==> src/rtl/page_stream_loader.sv <==
`default_nettype none
// ============================================================================
//  Module      : page_stream_loader
//  Description : Walks the page memory turn by turn, issuing synchronous reads
//                and forwarding each returned word as a one-cycle load pulse
//                for the per-page state register. Pauses between turns until
//                the downstream stage acknowledges with next_turn.
//  Revision    : 1.0 - initial release
// ============================================================================
module page_stream_loader #(
    parameter int WORD_LENGTH = 25,
    parameter int NUM_PAGE    = 64,
    parameter int NUM_TURNS   = 24,
    parameter int PAGE_BITS   = 6,
    parameter int TURN_BITS   = 5,
    parameter int ADDR_W      = 11
) (
    input  logic                   clk,
    input  logic                   rst,
    input  logic                   start,
    input  logic                   next_turn,
    input  logic [WORD_LENGTH-1:0] mem_data_in,
    output logic                   mem_rd,
    output logic [ADDR_W-1:0]      mem_addr,
    output logic [WORD_LENGTH-1:0] data_out,
    output logic                   ld_out,
    output logic [PAGE_BITS-1:0]   page_idx,
    output logic [TURN_BITS-1:0]   turn,
    output logic                   turn_done,
    output logic                   busy,
    output logic                   done
);

    localparam logic [PAGE_BITS-1:0] c_LAST_PAGE = PAGE_BITS'(NUM_PAGE - 1);
    localparam logic [TURN_BITS-1:0] c_LAST_TURN = TURN_BITS'(NUM_TURNS - 1);

    typedef enum logic [1:0] {
        S_IDLE   = 2'd0,
        S_STREAM = 2'd1,
        S_WAIT   = 2'd2,
        S_DONE   = 2'd3
    } state_t;

    state_t                 r_state;
    state_t                 w_state_next;
    logic [PAGE_BITS-1:0]   r_page;
    logic [PAGE_BITS-1:0]   w_page_next;
    logic [TURN_BITS-1:0]   r_turn;
    logic [TURN_BITS-1:0]   w_turn_next;
    logic                   w_rd;
    logic                   w_last_page;

    // Read-return pipeline registers
    logic                   r_ld;
    logic                   r_turn_done;
    logic [PAGE_BITS-1:0]   r_ld_page;
    logic [WORD_LENGTH-1:0] r_hold;

    assign w_last_page = (r_page == c_LAST_PAGE);

    // State and page/turn counter registers
    always_ff @(posedge clk) begin
        if (rst) begin
            r_state <= S_IDLE;
            r_page  <= '0;
            r_turn  <= '0;
        end else begin
            r_state <= w_state_next;
            r_page  <= w_page_next;
            r_turn  <= w_turn_next;
        end
    end

    // Next-state logic; a read is issued on every STREAM cycle
    always_comb begin
        w_state_next = r_state;
        w_page_next  = r_page;
        w_turn_next  = r_turn;
        w_rd         = 1'b0;
        case (r_state)
            S_IDLE: begin
                if (start) begin
                    w_state_next = S_STREAM;
                    w_page_next  = '0;
                    w_turn_next  = '0;
                end
            end
            S_STREAM: begin
                w_rd        = 1'b1;
                w_page_next = r_page + PAGE_BITS'(1);
                if (w_last_page) begin
                    w_page_next  = '0;
                    w_state_next = (r_turn == c_LAST_TURN) ? S_DONE : S_WAIT;
                end
            end
            S_WAIT: begin
                if (next_turn) begin
                    w_turn_next  = r_turn + TURN_BITS'(1);
                    w_page_next  = '0;
                    w_state_next = S_STREAM;
                end
            end
            S_DONE: begin
                w_state_next = S_IDLE;
            end
            default: begin
                w_state_next = S_IDLE;
            end
        endcase
    end

    // Track each read one cycle forward so the load pulse lines up with the
    // memory's data; reset drops any read still in flight.
    always_ff @(posedge clk) begin
        if (rst) begin
            r_ld        <= 1'b0;
            r_turn_done <= 1'b0;
            r_ld_page   <= '0;
            r_hold      <= '0;
        end else begin
            r_ld        <= w_rd;
            r_turn_done <= w_rd & w_last_page;
            if (w_rd) begin
                r_ld_page <= r_page;
            end
            if (r_ld) begin
                r_hold <= mem_data_in;
            end
        end
    end

    // Memory data passes straight through on the load cycle and is held after
    assign data_out  = r_ld ? mem_data_in : r_hold;
    assign ld_out    = r_ld;
    assign page_idx  = r_ld_page;
    assign turn_done = r_turn_done;
    assign mem_rd    = w_rd;
    assign mem_addr  = w_rd ? {r_turn, r_page} : '0;
    assign turn      = r_turn;
    assign busy      = (r_state != S_IDLE);
    assign done      = (r_state == S_DONE);

endmodule
`default_nettype wire

==> config.mk <==
export PLATFORM = sky130hd
export DESIGN_NAME = page_stream_loader
export DESIGN_NICKNAME = d
export VERILOG_FILES = /design/src/rtl/page_stream_loader.sv
export SDC_FILE = /design/constraint.sdc
export NUM_CORES = 1
export LEC_CHECK = 0
export CELL_PAD_IN_SITES_DETAIL_PLACEMENT = 0
export CELL_PAD_IN_SITES_GLOBAL_PLACEMENT = 2
export CORE_MARGIN = 10
export CORE_UTILIZATION = 26
export DETAILED_ROUTE_END_ITERATION = 8
export PLACE_DENSITY_LB_ADDON = 0.1
export SETUP_SLACK_MARGIN = 0.15
export SLEW_MARGIN = 15
export SYNTH_ARGS = -nofsm -noshare
export SYNTH_HDL_FRONTEND = slang
export SYNTH_SLANG_ARGS = --single-unit
==> constraint.sdc <==
create_clock -name clk -period 2.4 [get_ports clk]
set_input_delay 0.72 -clock clk [delete_from_list [all_inputs] [get_ports clk]]
set_output_delay 0.72 -clock clk [all_outputs]
set_load 0.005 [all_outputs]
Yosys cells after proc, flatten, opt, wreduce, memory -nomap -nowiden
Index checks and enable logic that the tools add are counted.
- bits in registers: 46
- bits in writable memories: 0
- latch bits: 0
- memory bits (read-only): 0
- memories: 0
- muxes and demuxes: 15
- equal/unequal tests: 8
- divide/modulo/power cells: 0
- shift-type cells: 0
- add/subtract/negate cells: 2
- bitwise operators: 1
- multiply operators: 0
- order comparisons: 0
- reduce and logical (&&, ||, !) cells: 7
- operators with widths (operator ; count):
    $mux W25 ; 1
    $mux W6 ; 3
    $pmux W6 S3 ; 1
    $mux W11 ; 1
    $mux W5 ; 2
    $pmux W5 S2 ; 1
    $reduce_and A3 Y1 ; 3
    $pmux W2 S4 ; 1
    $add A6 B1 Y6 const B ; 1
    $eq A6 B6 Y1 const B ; 1
    $mux W2 ; 3
    $ne A2 B2 Y1 const B ; 3
    $add A5 B1 Y5 const B ; 1
    $eq A5 B5 Y1 const B ; 1
    $eq A2 B2 Y1 const B ; 2
    $reduce_bool A2 Y1 ; 2
    $reduce_bool A3 Y1 ; 1
    $eq A2 B1 Y1 const B ; 1
    $logic_not A2 Y1 ; 1
    $mux W1 ; 2
    $and A1 B1 Y1 ; 1

Longest topological paths before layout
Gate-level depths: netlist of the first run.
- depth in word-level cells: 4
- mapped depth: 6

Worst setup path after synthesis of the first run
OpenSTA, ideal clock, no wires.
- kind: register to output
- start: register r_ld (netlist: ld_out)
- end: output data_out[10]
- setup slack: 0.508 ns
- arrival time: 1.172 ns
- required time: 1.680 ns
- stages on the path, launching flop included: 4
- path through: dfxtp_1 -> clkbuf_1 -> buf_2 -> mux2_1
- cells in the longest elaborated chain, start to end: 1
- RTL lines (what ; RTL line ; source):
    start: declaration ; 54 ; logic r_ld;
    start signal: assignment ; 121 ; r_ld <= w_rd;
    $mux W25 ; - ;
    end: declaration ; 25 ; output logic [WORD_LENGTH-1:0] data_out,
No other way between the ends.

Worst setup path after layout of the first run
- start: input mem_data_in[11]
- end: output data_out[11]
- cells in the longest elaborated chain, start to end: 1
- RTL lines (what ; RTL line ; source):
    start: declaration ; 22 ; input logic [WORD_LENGTH-1:0] mem_data_in,
    $mux W25 ; - ;
No other way between the ends.

==> impl_results.md, run 1 <==
- Outcome: complete, no violations
- Largest net degree at the start of global routing: 43
- F_max: 0.446 GHz
- Initial core utilization: 0.270
- Design area: 3220 um^2
- Post-synthesis mux area share: 0.147
- Num Clock Sinks: 46
- Worst r2r path cells: 4
- Largest family of logic cells by synthesized area: simple AND/OR/NAND/NOR gates
- Post-synth ARST share: 0
- Number of synthesized flops with an enable pin: 0
- NumNets Final: approximately 330
- Synth-to-Final Area Change: 62.6%
- Final Cycle Share: 0.935
- Worst path required time: roughly 1.7 ns
- PortBufs: 80
- CTS max path bufs: 2
- Leak: between 1.5 and 2 nW
- DP Area: 2920 um^2
- Register area share after synthesis: 0.465
- RSZ-0062 raised after global routing: yes
- H-tree Lvls: 2
- Initial drt markers: 57
- Top_reg_cell synth: dfxtp_1
- Synth Area in Adders: 0.0126
- Vias in the first global route: 1764
- Reg2reg setup slack: 0.78 ns
- Syn_area_per_cell: around 9.6 um^2
- Post-Syn Area: between 1500 and 2000 um^2
- DRC violations left: 0
- Syn_nets: 237
- Crit path kind: in2out
- Global-route wire length before repair: around 9500 um
- DIE WIDTH: 107 um
- CTS Root Buffer Type: clkbuf_8
- Final core occ: 0.439
- Layout cells sized above 1: 0.258
- Ant. Diodes: 0
- Worst EP arrival: roughly 1.5 ns
- DR vias: ~1800
- Ys Warns: 0
- Ports: 81
- Fin. max-slew vios: 0
- Reg-to-reg critical path startpoint: r_state[0]
- GP Congestion: 0.742
- Antenna Nets Post-Route: 0
- CTS Buf Count: 5
- Synth Area in XOR/XNOR: 0
- Slew headroom: 0.638
- Crit path launch: mem_data_in[11]
- Reg-to-Reg End: r_page[5]
- CP endpoint kind: output port
- Initial antenna violation count: 0
- Vias per cell: 4.45
- Hold Fails Final Rpt: 0
- Max cap viols: 0
- Die area: ~12000 um^2
- Cell Rows: 31
- TritonCTS clock tree: done
- FILL cells: 732
- Yosys reg bits: 46
- Simple-gate share of the synthesized area: 0.224
- Post-synthesis compound-gate area fraction: 0.101
- Worst-path fanout max: 2
- Core area: 7330 um^2
- Latest clock arrival within the worst-skew pair: 0.29 ns
- Gate Count Post-Synth: 206
- CP Capture Point: data_out[11]
- Worst-path clk slew: 0.08 ns
- Peak supply drop: 0.245 mV
- Die H: 107 um
- PwrDens: around 540 nW/um^2
- Post-detail-place hpwl: a little over 4000 um
- Final Setup Violations: 0
- Global route overflow: 0
- Clk_skew: 0.00889 ns
- HP Class: reg2reg
- DR pass1 iterations: 4
- Synth cell types: 37
- Drt total wl: roughly 6000 um
- Startpoint Class: primary input
- Measured slew at the worst slew-check pin: roughly 0.53 ns
- Total Routing Usage GR: 0.104
- WL/cell: 15.3 um
- Tmin final: about 2.2 ns
-- cell usage in the layout (no fill, tap or decap), types with 10 or more instances in the layout --
| cell | n |
|---|---|
| mux2_4 | 24 |
| buf_4 | 13 |
| dlymetal6s2s_1 | 19 |
| a21oi_1 | 13 |
| buf_6 | 17 |
| clkdlybuf4s50_1 | 33 |
| nor2b_1 | 27 |
| nand2_1 | 20 |
| inv_1 | 10 |
| dfxtp_1 | 45 |
-- synthesized netlist by cell type (3+ instances only) --
| cell | instances | area [um^2] |
|---|---|---|
| or4_1 | 4 | 30.0 |
| nand4b_1 | 3 | 26.3 |
| o31ai_1 | 3 | 22.5 |
| buf_2 | 3 | 15.0 |
| mux2_2 | 4 | 45.0 |
| a21oi_1 | 13 | 65.1 |
| dfxtp_1 | 46 | 921 |
| nand3_1 | 5 | 25.0 |
| o21ai_1 | 4 | 20.0 |
| inv_1 | 10 | 37.5 |
| clkbuf_1 | 7 | 26.3 |
| mux2_1 | 21 | 236 |
| and2_1 | 6 | 37.5 |
| nor2b_1 | 27 | 169 |
| nand2_1 | 20 | 75.1 |
-- area by class of cell --
| cell class | count | area, um^2 | share of cell area |
|---|---|---|---|
| inverter | 12 | 52.6 | 0.0163 |
| timing repair inverter | 1 | 7.51 | 0.00233 |
| tap | 99 | 124 | 0.0385 |
| clock inverter | 1 | 30.0 | 0.00933 |
| timing repair buffer | 95 | 948 | 0.295 |
| clock buffer | 7 | 76.3 | 0.0237 |
| multi-input combinational | 137 | 1060 | 0.329 |
| sequential | 46 | 922 | 0.286 |
-- timing repair --
| item | 4_1_cts | 5_1_grt |
|---|---|---|
| setup endpoints to repair | 37 | 32 |
| cloned | 1 | 0 |
| buffers inserted | 3 | 4 |
| resized for setup | 129 | 40 |
| hold buffers | 0 | 0 |
-- state kept, by name, summed over array words and instances (netlist names) --
name       cells
r_page         6
ld_out         1
turn_done      1
r_hold        25
page_idx       6
r_state        2
turn           5
-- critical path, cell delays in order --
cell             delay, ns
clkdlybuf4s50_1       0.41
mux2_4                0.28
buf_6                 0.12
-- report_power, final --
group / leakage [nW] / internal, W / switching (W)
registers: 0.374 / 0.000791 / 0.0000125
logic: 1.13 / 0.000213 / 0.000137
clock network: 0.0524 / 0.000312 / 0.000259
-- per-stage QoR --
step | worst slack (ns) | power [W] | cells | TNS, ns | hold slack, ns
floorplan | 0.508 | 0.000938 | 206 | 0 | 0.453
global placement | -0.227 | 0.00112 | 382 | -5.00 | 0.445
detailed placement | -0.232 | 0.00112 | 382 | -5.02 | 0.448
CTS | 0.104 | 0.00172 | 394 | 0 | 0.460
global route | 0.105 | 0.00181 | 398 | 0 | 0.490
finish | 0.156 | 0.00172 | 398 | 0 | 0.459
-- routing by layer --
metal  share of wire  GRT usage  vias up
met4          0.0069     0.0261        0
li1                -          -      882
met1            0.47      0.130      839
met5               0          0        -
met3           0.053     0.0353        4
met2            0.47      0.167       46
-- how the worst min path moves through the flow --
stage / start / end / slack (ns) / cells past startpoint
after floorplan: page_idx[0] / page_idx[0] / 0.45 / 2
after global placement: page_idx[3] / page_idx[3] / 0.44 / 2
after detailed placement: page_idx[3] / page_idx[3] / 0.45 / 2
after CTS: page_idx[3] / page_idx[3] / 0.46 / 2
after global routing: page_idx[0] / page_idx[0] / 0.49 / 2
final: page_idx[5] / page_idx[5] / 0.46 / 2
-- cells by family (layout without fill, tap and decap cells) --
family / after synthesis / in the layout
adder cells (fa/ha/maj): 2 / 2
AND/OR/NAND/NOR: 77 / 77
AO/OA/AOI/OAI: 32 / 32
flip-flops: 46 / 46
buffers and inverters: 23 / 116
multiplexers: 26 / 26
(Power assumes the default switching activity.)
==> run 2: changes to the inputs <==
--- a/config.mk
+++ b/config.mk
@@ -7,7 +7,6 @@
 export LEC_CHECK = 0
 export CELL_PAD_IN_SITES_DETAIL_PLACEMENT = 0
 export CELL_PAD_IN_SITES_GLOBAL_PLACEMENT = 2
-export CORE_MARGIN = 10
 export CORE_UTILIZATION = 26
 export DETAILED_ROUTE_END_ITERATION = 8
 export PLACE_DENSITY_LB_ADDON = 0.1
==> run 2 against run 1 <==
Worst hold slack better by 0.0018 ns. Maximum frequency shrank 0.26%. Clock skew about the same. Worst setup slack got worse by 0.0059 ns. Combinational power fell by 3%. Design area decreased by 0.74%. Largest cell class unchanged.
==> impl_results.md, run 2 (synthesis gave the netlist of run 1 again) <==
- Worst-path fanout max: 2 (unchanged)
- DR pass1 iterations: 4 (unchanged)
- Vias in the first global route: 1545 (-12%)
- Final Cycle Share: 0.937 (+0.00246)
- HP Class: reg2reg
- Max cap viols: 0 (unchanged)
- Slew headroom: 0.615 (-0.0230)
- Leak: 1.50 nW (-3.6%)
- Die area: 7970 um^2 (-31%)
- Final hold slack: 0.460 ns (+0.00177 ns)
- Worst EP arrival: 1.53 ns (about the same)
- Initial antenna violation count: 0 (unchanged)
- TritonCTS clock tree: done
- Synth-to-Final Area Change: 61.4%
- Largest register FFs: 25 (unchanged)
- Power consumption: 0.00174 W (+1.0%)
- Largest net degree at the start of global routing: 43 (unchanged)
- Worst hold start: page_idx[1]
- Tmin final: 2.25 ns (+0.00591 ns)
- Crit path kind: in2out
- Hold Fails Final Rpt: 0 (unchanged)
- GP Congestion: 0.706 (-4.9%)
- Measured slew at the worst slew-check pin: 0.561 ns (+0.0335 ns)
- WL/cell: 13.1 um (-14%)
- Antenna Nets Post-Route: 0 (unchanged)
- Drt total wl: 5220 um (-14%)
- Worst r2r path cells: 4 (unchanged)
- Hold depth: 2 (unchanged)
- Outcome: complete, no violations
- DRC violations left: 0 (unchanged)
- Num Clock Sinks: 46 (unchanged)
- Commonest non-fill, non-tap cells in the layout: dfxtp_1, clkdlybuf4s50_1, nor2b_1
- Die H: 89.3 um (-17%)
- Vias per cell: 4.41 (-0.87%)
- DIE WIDTH: 89.3 um (-17%)
- Peak supply drop: 0.211 mV (-14%)
- PwrDens: 545 nW/um^2 (+1.8%)
- Latest clock arrival within the worst-skew pair: 0.30 ns (about the same)
- CP endpoint kind: output port
- Global route overflow: 0 (unchanged)
- H-tree Lvls: 2 (unchanged)
- Total Routing Usage GR: 0.128 (+0.0242)
- CTS max path bufs: 2 (unchanged)
- Most flop-heavy register: r_hold
- RSZ-0062 raised after global routing: yes
- F_max: 0.445 GHz (-0.26%)
- Clk_skew: 0.00917 ns (+0.000282 ns)
- Global-route wire length before repair: 7750 um (-19%)
- Reg-to-reg critical path startpoint: r_state[0]
- Crit path launch: mem_data_in[23]
- Most common cell after layout, fill and taps aside: dfxtp_1
- Cell Rows: 31 (unchanged)
- Initial drt markers: 45 (-21%)
- Layout cells sized above 1: 0.270 (+0.0125)
- Core area: 7290 um^2 (-0.53%)
- Worst-path clk slew: 0.09 ns (about the same)
- CTS Root Buffer Type: clkbuf_8
- Worst path required time: 1.68 ns (about the same)
- PortBufs: 80 (unchanged)
- CTS Buf Count: 5 (unchanged)
- Fin. max-slew vios: 0 (unchanged)
- DR vias: 1760 (-0.62%)
- NumNets Final: 330 (+0.30%)
- Final Setup Violations: 0 (unchanged)
- Ant. Diodes: 0 (unchanged)
- FILL cells: 771 (+5.3%)
- Post-detail-place hpwl: 3270 um (-21%)
- CTS Hold Bufs: 0 (unchanged)
- Startpoint Class: primary input
- Initial core utilization: 0.271 (+0.00144)
- Ports: 81 (unchanged)
-- run 2: cell types whose count changed in the layout (fill, tap and decap cells not counted), moves of 2 or more --
| cell | before | now |
|---|---|---|
| clkdlybuf4s50_1 | 33 | 40 |
| clkbuf_1 | 2 | 0 |
| buf_2 | 9 | 12 |
| buf_6 | 17 | 14 |
| inv_6 | 0 | 2 |
| dlymetal6s2s_1 | 19 | 13 |
-- run 2: final cells by class --
cell class / instances / area, um^2 / share of cell area
multi-input combinational: 137 / 1050 / 0.330
clock buffer: 5 / 68.8 / 0.0215
timing repair inverter: 1 / 7.51 / 0.00235
sequential: 46 / 923 / 0.289
tap: 99 / 124 / 0.0388
timing repair buffer: 96 / 923 / 0.289
inverter: 12 / 50.0 / 0.0157
clock inverter: 3 / 43.8 / 0.0137
-- run 2: path summary, 6_finish.rpt --
kind	to	slack, ns
max	data_out[23]	0.15
min	page_idx[1]	0.46
max reg2reg	r_page[5]	0.81
min reg2reg	page_idx[1]	0.46
-- run 2: worst max-delay path, stage by stage --
cell and delay, ns:
clkdlybuf4s50_1 0.42, mux2_4 0.28, buf_6 0.12
-- run 2: timing repair --
item / 4_1_cts / 5_1_grt
resized for setup: 127 / 31
setup buffers: 3 / 5
gates cloned: 1 / 0
setup endpoints to repair: 37 / 29
-- run 2: layer usage --
metal	up-vias	wire length, um	track usage	part of all wire
met5	-	0	0	0
met4	0	46	0.0390	0.0088
met3	6	332	0.0360	0.064
met2	54	2290	0.198	0.44
met1	807	2550	0.173	0.49
li1	893	-	-	-
-- run 2: where the power goes --
group | internal [W] | switching [W] | total, W
sequential | 0.000791 | 0.0000125 | 0.000804
clock | 0.000313 | 0.000288 | 0.000600
combinational | 0.000209 | 0.000129 | 0.000338
total | 0.00131 | 0.000429 | 0.00174
-- run 2: through the flow --
stage          area (um^2)  std cells  worst slack (ns)   util  TNS [ns]
6_report              3200        399             0.150  0.438         0
5_1_grt               3200        399             0.140  0.438         0
4_1_cts               3030        394             0.111  0.415         0
3_5_place_dp          2920        382            -0.224  0.401     -4.72
3_3_place_gp          2920        382            -0.209  0.401     -4.69
2_1_floorplan         1980        206             0.508      -         0
==> run 3: changes to the inputs <==
--- a/config.mk
+++ b/config.mk
@@ -10,6 +10,7 @@
 export CORE_UTILIZATION = 26
 export DETAILED_ROUTE_END_ITERATION = 8
 export PLACE_DENSITY_LB_ADDON = 0.1
+export RECOVER_POWER = 25
 export SETUP_SLACK_MARGIN = 0.15
 export SLEW_MARGIN = 15
 export SYNTH_ARGS = -nofsm -noshare
==> run 3 against run 2 <==
Cell count stayed put. Total power is essentially flat. Clock skew is essentially flat. Maximum frequency unchanged. Routed wire length grew 0.23%. Die area unchanged. Core utilization decreased by 0.069 points. Non-clock buffer count unchanged. Combinational power about the same. Sequential power hardly changed.
==> impl_results.md, run 3 (synthesis gave the netlist of run 1 again) <==
- Total Routing Usage GR: 0.128 (unchanged)
- Global-route wire length before repair: 7750 um (unchanged)
- PwrDens: 546 nW/um^2 (about the same)
- Ports: 81 (unchanged)
- Worst r2r path cells: 4 (unchanged)
- Reg-to-reg critical path startpoint: r_state[0]
- Tmin final: 2.25 ns (unchanged)
- Most common cell after layout, fill and taps aside: dfxtp_1
- Reg-to-Reg End: r_page[5]
- CTS Buf Count: 5 (unchanged)
- WL/cell: 13.1 um (+0.23%)
- Worst-path clk slew: 0.09 ns (about the same)
- Slew headroom: 0.407 (-0.209)
- F_max: 0.445 GHz (unchanged)
- Initial antenna violation count: 0 (unchanged)
- Peak supply drop: 0.212 mV (+0.40%)
- Worst EP arrival: 1.53 ns (about the same)
- HP Class: reg2reg
- Net Sw Frac: 0.247 (+0.000562)
- DR vias: 1763 (+0.17%)
- Final Cycle Share: 0.937 (unchanged)
- Net Switching: 0.000430 W (+0.16%)
- Commonest non-fill, non-tap cells in the layout: dfxtp_1, clkdlybuf4s50_1, nor2b_1
- Outcome: complete, no violations
- Fin. max-slew vios: 0 (unchanged)
- Num Clock Sinks: 46 (unchanged)
- CTS Root Buffer Type: clkbuf_8
- Seq pwr share: 0.462 (about the same)
- Hold Fails Final Rpt: 0 (unchanged)
- Hold depth: 2 (unchanged)
- Ant. Diodes: 0 (unchanged)
- Vias per cell: 4.42 (+0.17%)
- Worst-path fanout max: 2 (unchanged)
- Largest net degree at the start of global routing: 43 (unchanged)
- RSZ-0062 raised after global routing: yes
- NumNets Final: 330 (unchanged)
- DIE WIDTH: 89.3 um (unchanged)
- Antenna Nets Post-Route: 0 (unchanged)
- Initial drt markers: 45 (unchanged)
- Most flop-heavy register: r_hold
- Power consumption: 0.00174 W (about the same)
- Drt total wl: 5230 um (+0.23%)
- Leak: 1.50 nW (-0.11%)
- PortBufs: 80 (unchanged)
- Worst path required time: 1.68 ns (about the same)
- FILL cells: 771 (unchanged)
- CTS Hold Bufs: 0 (unchanged)
- CP endpoint kind: output port
- Final Setup Violations: 0 (unchanged)
- DR pass1 iterations: 4 (unchanged)
- Vias in the first global route: 1545 (unchanged)
- Startpoint Class: primary input
- Reg2reg setup slack: 0.77 ns (-0.04 ns)
- TritonCTS clock tree: done
- Final hold slack: 0.460 ns (unchanged)
- Worst Hold Endpoint: page_idx[1]
- Synth-to-Final Area Change: 61.2%
- Crit path kind: in2out
- Logic pwr share: 0.193 (about the same)
- Initial core utilization: 0.271 (unchanged)
- Clk_skew: 0.00923 ns (+0.0000588 ns)
- Design area: 3190 um^2 (-0.16%)
- Global route overflow: 0 (unchanged)
- GP Congestion: 0.706 (unchanged)
- Die area: 7970 um^2 (unchanged)
- Cell Rows: 31 (unchanged)
- CTS max path bufs: 2 (unchanged)
- DRC violations left: 0 (unchanged)
- Measured slew at the worst slew-check pin: 0.890 ns (+0.329 ns)
- Largest register FFs: 25 (unchanged)
- Layout cells sized above 1: 0.267 (-0.00333)
- Final core occ: 0.438 (-0.000686)
- Max cap viols: 0 (unchanged)
- Die H: 89.3 um (unchanged)
- Latest clock arrival within the worst-skew pair: 0.30 ns (about the same)
- Worst hold start: page_idx[1]
- P_int: 0.00131 W (-0.15%)
- Core area: 7290 um^2 (unchanged)
- Post-detail-place hpwl: 3270 um (unchanged)
- Clock power frac: 0.345 (about the same)
- DP Area: 2920 um^2 (unchanged)
- H-tree Lvls: 2 (unchanged)
-- run 3: metal layers --
layer  global-route usage  up-vias  part of all wire
li1                     -      893                 -
met1                0.173      810              0.49
met2                0.198       54              0.44
met3               0.0360        6             0.063
met4               0.0390        0            0.0088
met5                    0        -                 0
-- run 3: worst max path at each step --
| stage | startpoint | end | slack, ns | cells after the start |
|---|---|---|---|---|
| 2_1_floorplan | ld_out | data_out[10] | 0.51 | 3 |
| 5_1_grt | r_state[0] | done | 0.14 | 3 |
| 6_report | mem_data_in[23] | data_out[23] | 0.15 | 3 |
| 3_5_place_dp | mem_data_in[23] | data_out[23] | -0.22 | 3 |
| 4_1_cts | r_state[0] | done | 0.11 | 3 |
| 3_3_place_gp | mem_data_in[9] | data_out[9] | -0.21 | 3 |
-- run 3: layout make-up --
cell class	instances	area (um^2)	area share
Timing Repair inverter	1	7.51	0.00235
Sequential cell	46	923	0.289
Tap cell	99	124	0.0388
Clock inverter	3	43.8	0.0137
Clock buffer	5	68.8	0.0216
Inverter	12	50.0	0.0157
Multi-Input combinational cell	137	1050	0.330
Timing Repair Buffer	96	921	0.289
-- run 3: what timing repair did --
action	4_1_cts	5_1_grt
buffers inserted	3	5
endpoints found under the hold margin	0	0
gates cloned	1	0
setup endpoints to repair	37	29
resized for setup	127	31
-- run 3: critical path, cell delays in order --
cell and delay [ns]:
clkdlybuf4s50_1 0.42, mux2_4 0.28, buf_6 0.12
-- run 3: power groups by stage --
stage	logic (W)	registers [W]	clock network, W
after detailed placement	0.000293	0.000819	0
after floorplan	0.000121	0.000817	0
after CTS	0.000305	0.000803	0.000627
after global routing	0.000363	0.000807	0.000663
final	0.000336	0.000804	0.000601
after global placement	0.000293	0.000818	0
-- run 3: through the flow --
| step | std cells | setup TNS [ns] | setup slack [ns] |
|---|---|---|---|
| after floorplan | 206 | 0 | 0.508 |
| after global placement | 382 | -4.69 | -0.209 |
| after detailed placement | 382 | -4.72 | -0.224 |
| after CTS | 394 | 0 | 0.111 |
| after global routing | 399 | 0 | 0.140 |
| final | 399 | 0 | 0.150 |
